$ cat src/rtl/obi_interconnect_rsp_router_if.sv
// Response-router bus bundle: address-accept handshake in, slave response in,
// per-master response out. The router connects through the slave modport.
interface obi_interconnect_rsp_router_if #(
    parameter int unsigned MASTERS     = 3,
    parameter int unsigned MASTER_BITS = (MASTERS == 1) ? 1 : $clog2(MASTERS)
);
    logic                         accept_i;
    logic [MASTER_BITS-1:0]       accept_master_i;
    logic                         can_accept_o;
    logic                         slave_rvalid_i;
    logic [31:0]                  slave_rdata_i;
    logic                         slave_err_i;
    logic [MASTERS-1:0]           master_rvalid_o;
    logic [MASTERS-1:0][31:0]     master_rdata_o;
    logic [MASTERS-1:0]           master_err_o;

    // Arbiter/slave side: drives the accept handshake and the raw slave response
    modport master (
        output accept_i, accept_master_i,
        output slave_rvalid_i, slave_rdata_i, slave_err_i,
        input  can_accept_o,
        input  master_rvalid_o, master_rdata_o, master_err_o
    );

    // Router side
    modport slave (
        input  accept_i, accept_master_i,
        input  slave_rvalid_i, slave_rdata_i, slave_err_i,
        output can_accept_o,
        output master_rvalid_o, master_rdata_o, master_err_o
    );
endinterface

$ cat src/rtl/obi_interconnect_rsp_router.sv
// Per-slave OBI response router: in-order FIFO of owning master IDs steers each
// slave response to its master. Define OBI_RSP_ERR_EN to forward slave_err_i.
module obi_interconnect_rsp_router #(
    parameter int unsigned MASTERS     = 3,
    parameter int unsigned MASTER_BITS = (MASTERS == 1) ? 1 : $clog2(MASTERS),
    parameter int unsigned OUTSTANDING = 2,
    parameter int unsigned CNT_BITS    = $clog2(OUTSTANDING + 1)
) (
    input  logic                          clk_i,
    input  logic                          rst_i,
    obi_interconnect_rsp_router_if.slave  bus,
    output logic [CNT_BITS-1:0]           outstanding_o,
    output logic                          proto_err_o
);

    localparam int unsigned           PTR_BITS = (OUTSTANDING == 1) ? 1 : $clog2(OUTSTANDING);
    localparam logic [CNT_BITS-1:0]   FULL_CNT = CNT_BITS'(OUTSTANDING);
    localparam logic [PTR_BITS-1:0]   LAST_PTR = PTR_BITS'(OUTSTANDING - 1);

    logic [MASTER_BITS-1:0] ids_q [OUTSTANDING];
    logic [PTR_BITS-1:0]    wptr_q, wptr_d;
    logic [PTR_BITS-1:0]    rptr_q, rptr_d;
    logic [CNT_BITS-1:0]    count_q, count_d;
    logic                   proto_err_q, proto_err_d;

    logic                   full_c;
    logic                   empty_c;
    logic                   push_c;
    logic                   pop_c;
    logic                   head_ok_c;
    logic [MASTER_BITS-1:0] head_c;

    // FIFO status and transfer qualifiers, all from registered state plus live inputs
    always_comb begin
        full_c    = (count_q == FULL_CNT);
        empty_c   = (count_q == '0);
        push_c    = bus.accept_i & ~full_c;
        pop_c     = bus.slave_rvalid_i & ~empty_c;
        head_c    = ids_q[rptr_q];
        head_ok_c = (32'(head_c) < MASTERS);
    end

    // Pointer, occupancy and sticky error next-state
    always_comb begin
        wptr_d      = wptr_q;
        rptr_d      = rptr_q;
        count_d     = count_q;
        proto_err_d = proto_err_q;

        if (push_c) begin
            wptr_d = (wptr_q == LAST_PTR) ? '0 : wptr_q + PTR_BITS'(1);
        end
        if (pop_c) begin
            rptr_d = (rptr_q == LAST_PTR) ? '0 : rptr_q + PTR_BITS'(1);
        end

        case ({push_c, pop_c})
            2'b10:   count_d = count_q + CNT_BITS'(1);
            2'b01:   count_d = count_q - CNT_BITS'(1);
            default: count_d = count_q;
        endcase

        // Overflowing push, orphan response, or a stored ID naming no master
        if ((bus.accept_i & full_c) | (bus.slave_rvalid_i & empty_c) | (pop_c & ~head_ok_c)) begin
            proto_err_d = 1'b1;
        end
    end

    always_ff @(posedge clk_i) begin
        if (rst_i) begin
            wptr_q      <= '0;
            rptr_q      <= '0;
            count_q     <= '0;
            proto_err_q <= 1'b0;
        end else begin
            wptr_q      <= wptr_d;
            rptr_q      <= rptr_d;
            count_q     <= count_d;
            proto_err_q <= proto_err_d;
        end
    end

    // ID storage carries no reset; only entries between the pointers are meaningful
    always_ff @(posedge clk_i) begin
        if (push_c) begin
            ids_q[wptr_q] <= bus.accept_master_i;
        end
    end

    // Zero-latency response steering; data is broadcast and qualified by rvalid
    always_comb begin
        bus.master_rvalid_o = '0;
        bus.master_rdata_o  = '0;
        bus.master_err_o    = '0;
        for (int unsigned m = 0; m < MASTERS; m++) begin
            bus.master_rvalid_o[m] = pop_c & (head_c == MASTER_BITS'(m));
            bus.master_rdata_o[m]  = bus.slave_rdata_i;
`ifdef OBI_RSP_ERR_EN
            bus.master_err_o[m]    = bus.slave_err_i & pop_c & (head_c == MASTER_BITS'(m));
`else
            bus.master_err_o[m]    = 1'b0;
`endif
        end
    end

`ifndef OBI_RSP_ERR_EN
    logic unused_err_c;
    assign unused_err_c = bus.slave_err_i;
`endif

    assign bus.can_accept_o = ~full_c;
    assign outstanding_o    = count_q;
    assign proto_err_o      = proto_err_q;

endmodule

$ cat src/flat_wrapper.sv
// flat-port wrapper written by rule: the top's interface ports become plain ports
module obi_interconnect_rsp_router_flat 
#(
    parameter int unsigned MASTERS     = 3,
    parameter int unsigned MASTER_BITS = (MASTERS == 1) ? 1 : $clog2(MASTERS),
    parameter int unsigned OUTSTANDING = 2,
    parameter int unsigned CNT_BITS    = $clog2(OUTSTANDING + 1)
)
  (clk_i, rst_i, outstanding_o, proto_err_o, bus_accept_i, bus_accept_master_i, bus_slave_rvalid_i, bus_slave_rdata_i, bus_slave_err_i, bus_can_accept_o, bus_master_rvalid_o, bus_master_rdata_o, bus_master_err_o);
  obi_interconnect_rsp_router_if #(.MASTERS(MASTERS), .MASTER_BITS(MASTER_BITS)) bus_i ();
  input  logic clk_i;
  input  logic rst_i;
  output logic [CNT_BITS-1:0] outstanding_o;
  output logic proto_err_o;
  input wire logic [$bits(bus_i.accept_i)-1:0] bus_accept_i;
  input wire logic [$bits(bus_i.accept_master_i)-1:0] bus_accept_master_i;
  input wire logic [$bits(bus_i.slave_rvalid_i)-1:0] bus_slave_rvalid_i;
  input wire logic [$bits(bus_i.slave_rdata_i)-1:0] bus_slave_rdata_i;
  input wire logic [$bits(bus_i.slave_err_i)-1:0] bus_slave_err_i;
  output wire logic [$bits(bus_i.can_accept_o)-1:0] bus_can_accept_o;
  output wire logic [$bits(bus_i.master_rvalid_o)-1:0] bus_master_rvalid_o;
  output wire logic [$bits(bus_i.master_rdata_o)-1:0] bus_master_rdata_o;
  output wire logic [$bits(bus_i.master_err_o)-1:0] bus_master_err_o;
  assign bus_i.accept_i = bus_accept_i;
  assign bus_i.accept_master_i = bus_accept_master_i;
  assign bus_i.slave_rvalid_i = bus_slave_rvalid_i;
  assign bus_i.slave_rdata_i = bus_slave_rdata_i;
  assign bus_i.slave_err_i = bus_slave_err_i;
  assign bus_can_accept_o = bus_i.can_accept_o;
  assign bus_master_rvalid_o = bus_i.master_rvalid_o;
  assign bus_master_rdata_o = bus_i.master_rdata_o;
  assign bus_master_err_o = bus_i.master_err_o;
  obi_interconnect_rsp_router #(.MASTERS(MASTERS), .MASTER_BITS(MASTER_BITS), .OUTSTANDING(OUTSTANDING), .CNT_BITS(CNT_BITS)) u_core (.clk_i(clk_i), .rst_i(rst_i), .bus(bus_i), .outstanding_o(outstanding_o), .proto_err_o(proto_err_o));
endmodule
$ cat config.mk
export PLATFORM = sky130hd
export DESIGN_NAME = obi_interconnect_rsp_router_flat
export DESIGN_NICKNAME = d
export VERILOG_FILES = /design/src/rtl/obi_interconnect_rsp_router_if.sv /design/src/rtl/obi_interconnect_rsp_router.sv /design/src/flat_wrapper.sv
export SDC_FILE = /design/constraint.sdc
export NUM_CORES = 1
export LEC_CHECK = 0
export BUFFER_PORTS_ARGS = -buffer_cell sky130_fd_sc_hd__buf_2
export CAP_MARGIN = 20
export CORE_MARGIN = 2
export CORE_UTILIZATION = 33
export CTS_CLUSTER_DIAMETER = 120
export DETAILED_ROUTE_END_ITERATION = 8
export PLACE_DENSITY = 0.86
export SLEW_MARGIN = 20
export SYNTH_ARGS = -nofsm -noshare
export SYNTH_HDL_FRONTEND = slang
export SYNTH_SLANG_ARGS = --single-unit
$ cat constraint.sdc
create_clock -name clk_i -period 2 [get_ports clk_i]
set_input_delay 0.4 -clock clk_i [delete_from_list [all_inputs] [get_ports clk_i]]
set_output_delay 0.4 -clock clk_i [all_outputs]
set_load 0.02 [all_outputs]
==> impl_results.md <==
* Post-Syn Area at 1210 sq um
* Worst setup margin at 336 ps
* Remaining global-route overflow at 0
* DRT antenna net count at 0
* Peak VDD IR at 0.611 mV
* H-tree levels at 1
* Worst setup SP type: register
* Post-synth EDFFs at 4
* Filler cells at 400
* CTS clk-pin slew, worst paths at 50 ps
* IO Count at 145
* Overall Global Routing Usage at 7.64%
* Average vias per placed instance at 4.22
* Antenna cells at 0
* Pre-CTS setup slack at 430 ps
* Area leader, netlist: buf_4
* CP bufs+invs at 2
* Clock sinks at 10
* Share of the synthesized area in the top cell type at 61.4%
* Period Utilization, post-route at 83.2%
* Hold Crit Class: primary input to register
* Setup bufs post-CTS at 0
* Wirelength per Cell at 13.9 microns
* Worst Clk Skew at 2.34 ps
* GPL Wtd Cong at 0.726
* CP arrival at 1260 ps
* Chip height at 64.6 microns
* Initial Util at 33.6%
* Average cell area after synthesis at 8.13 sq um
* Dpl hpwl at 1370 microns
* P per Cell Area at 1340 nW/um^2
* Yosys cell types at 25
* Skew-Pair Late Insertion Delay at 240 ps
* Core footprint at 3610 sq um
* Drc violations at 0
* Sequential fraction of the synthesis area at 19.8%
* Die area at 4170 sq um
* Met1 Use GR at 5.10%
* Initial DRC Count at 3
* Met2 GRT Util at 12.2%
* CTS tree: yes
* Leak at 0.279 nW
* First-pass GRT wire length at 2330 microns
* Max Clk Rate at 601 MHz
* Post-synthesis register bit count at 10
* CTS hold repair buffers at 0
* Clock Tree Buf Depth at 2
* Max-slew violations at 0
* Most used DFF post-synth: dfxtp_1
* Outcome: complete, no violations
* CP peak stage delay at 390 ps
* Pre-antenna DRT Iters at 3
* Hold Vio Cnt, Final at 0
* Worst Path Max Fanout at 4
* Ys async rst share at 0%
* Proportion of layout cells with a drive suffix above 1 at 25.0%
* Critical Path RT at 1600 ps
* CP Cell Sequence: inv_1 > o32a_1 > nor2_1 > buf_2
* Fin util at 17.9%
* # rows at 22
* CTS Buf Count at 3
* Setup TNS at 0 ps
* Synth top area cells: buf_4 61%, dfxtp_1 9.9%, edfxtp_1 9.9%, nor2_1 2.8%, a21oi_1 1.7%
* Crit-path leading delay family: flip-flops
* Final wirelength at 1610 microns
* Max-cap violations at 0
* CP max stage cell: edfxtp_1
* Nets@finish at 109
* Root buffer cell: clkbuf_8
* Setup-failing EPs final at 0
* Syn Inst Count at 149
* Die outline width at 64.6 microns
* Number of synthesis warnings at 0
* Area growth, synth to finish at -46.8%
* Via count at 489
* Worst setup EP type: output pin
* Initial antenna violation count at 0
* Grt peak-use layer: met2
* Met3 usage at 7.29%
* Final min period at 1660 ps
* WS Path Type: register to output pin
* Pin count of the biggest net entering global routing at 9
* Port Buf Inserts at 12
* PostCTS Resize Cnt at 0
* RSZ-0062 raised after global routing: false
* Vias in the first global route at 433
cell usage in the layout, fill, tap and decap left out:
cell type and instances:
buf_2 12, nor2_1 9, dfxtp_1 6, inv_1 5
a21oi_1 4, edfxtp_1 4, conb_1 3, clkbuf_8 3
nand2_1 2, nand3b_1 2, xor2_1 2, nand2b_1 1
o21ai_1 1, and3_1 1, nor3_1 1, a32oi_1 1
o32a_1 1, a21bo_2 1, nand3_1 1, mux2i_1 1
o31a_1 1, xnor2_1 1, o21ai_0 1, or3_1 1
ha_1 1, clkbuf_1 1, buf_4 1
through the flow:
| step | instance area, sq um | std cells | hold slack, ps | total power [W] |
|---|---|---|---|---|
| CTS | 644 | 116 | 349 | 0.000876 |
| finish | 644 | 116 | 355 | 0.000864 |
| detailed placement | 599 | 112 | 468 | 0.000654 |
| global placement | 599 | 112 | 470 | 0.000642 |
| floorplan | 1220 | 151 | 469 | 0.000846 |
| global route | 644 | 116 | 349 | 0.000928 |
cell usage after synthesis, types with 2 or more instances:
| cell type | instances |
|---|---|
| nand2_1 | 2 |
| nor2_1 | 9 |
| edfxtp_1 | 4 |
| nand3b_1 | 2 |
| buf_4 | 99 |
| inv_1 | 5 |
| dfxtp_1 | 6 |
| a21oi_1 | 4 |
| xor2_1 | 2 |
area by class of cell:
type                    count  area, sq um  area share (%)
inverters                   5         18.8            2.91
well taps                  48         60.1            9.32
repair buffers             13         67.6            10.5
clock buffers               4         45.0            6.99
flip-flops and latches     10          240            37.3
multi-input cells          36          213            33.0
power breakdown:
group	switching (W)	internal, W
clock	0.0000764	0.000139
combinational	0.000175	0.000137
sequential	0.0000638	0.000273
total	0.000315	0.000549
registers in the layout, indices dropped and copies added, names as in the netlist, named ones only:
signal	flops
u_core.ids_q	4
u_core.outstanding_o	2
u_core.proto_err_o	1
u_core.rptr_q	1
u_core.wptr_q	1
worst paths after layout:
check	endpoint	slack, ps	cells past startpoint	start
worst max register to register	u_core.outstanding_o[1]	420	5	u_core.outstanding_o[0]
worst min-delay path	u_core.ids_q[1][1]	350	1	bus_accept_master_i[1]
worst max-delay path	bus_master_rvalid_o[2]	340	4	u_core.ids_q[0][1]
worst min register to register	u_core.proto_err_o	480	1	u_core.proto_err_o
metal layers:
| layer | routed length (microns) | part of all wire [%] | vias up |
|---|---|---|---|
| li1 | - | - | 203 |
| met1 | 377 | 23 | 189 |
| met2 | 798 | 50 | 91 |
| met3 | 388 | 24 | 6 |
| met4 | 46 | 2.9 | 0 |
| met5 | 0 | 0 | - |
cells by family after synthesis:
family | synth area share [%]
buffers and inverters | 63.2
XOR/XNOR | 2.17
flip-flops | 19.8
multiplexers | 0.826
AO/OA/AOI/OAI | 5.58
AND/OR/NAND/NOR | 7.02
other | 0.310
adder cells (fa/ha/maj) | 1.03
Power figures use the tool's default switching activity.
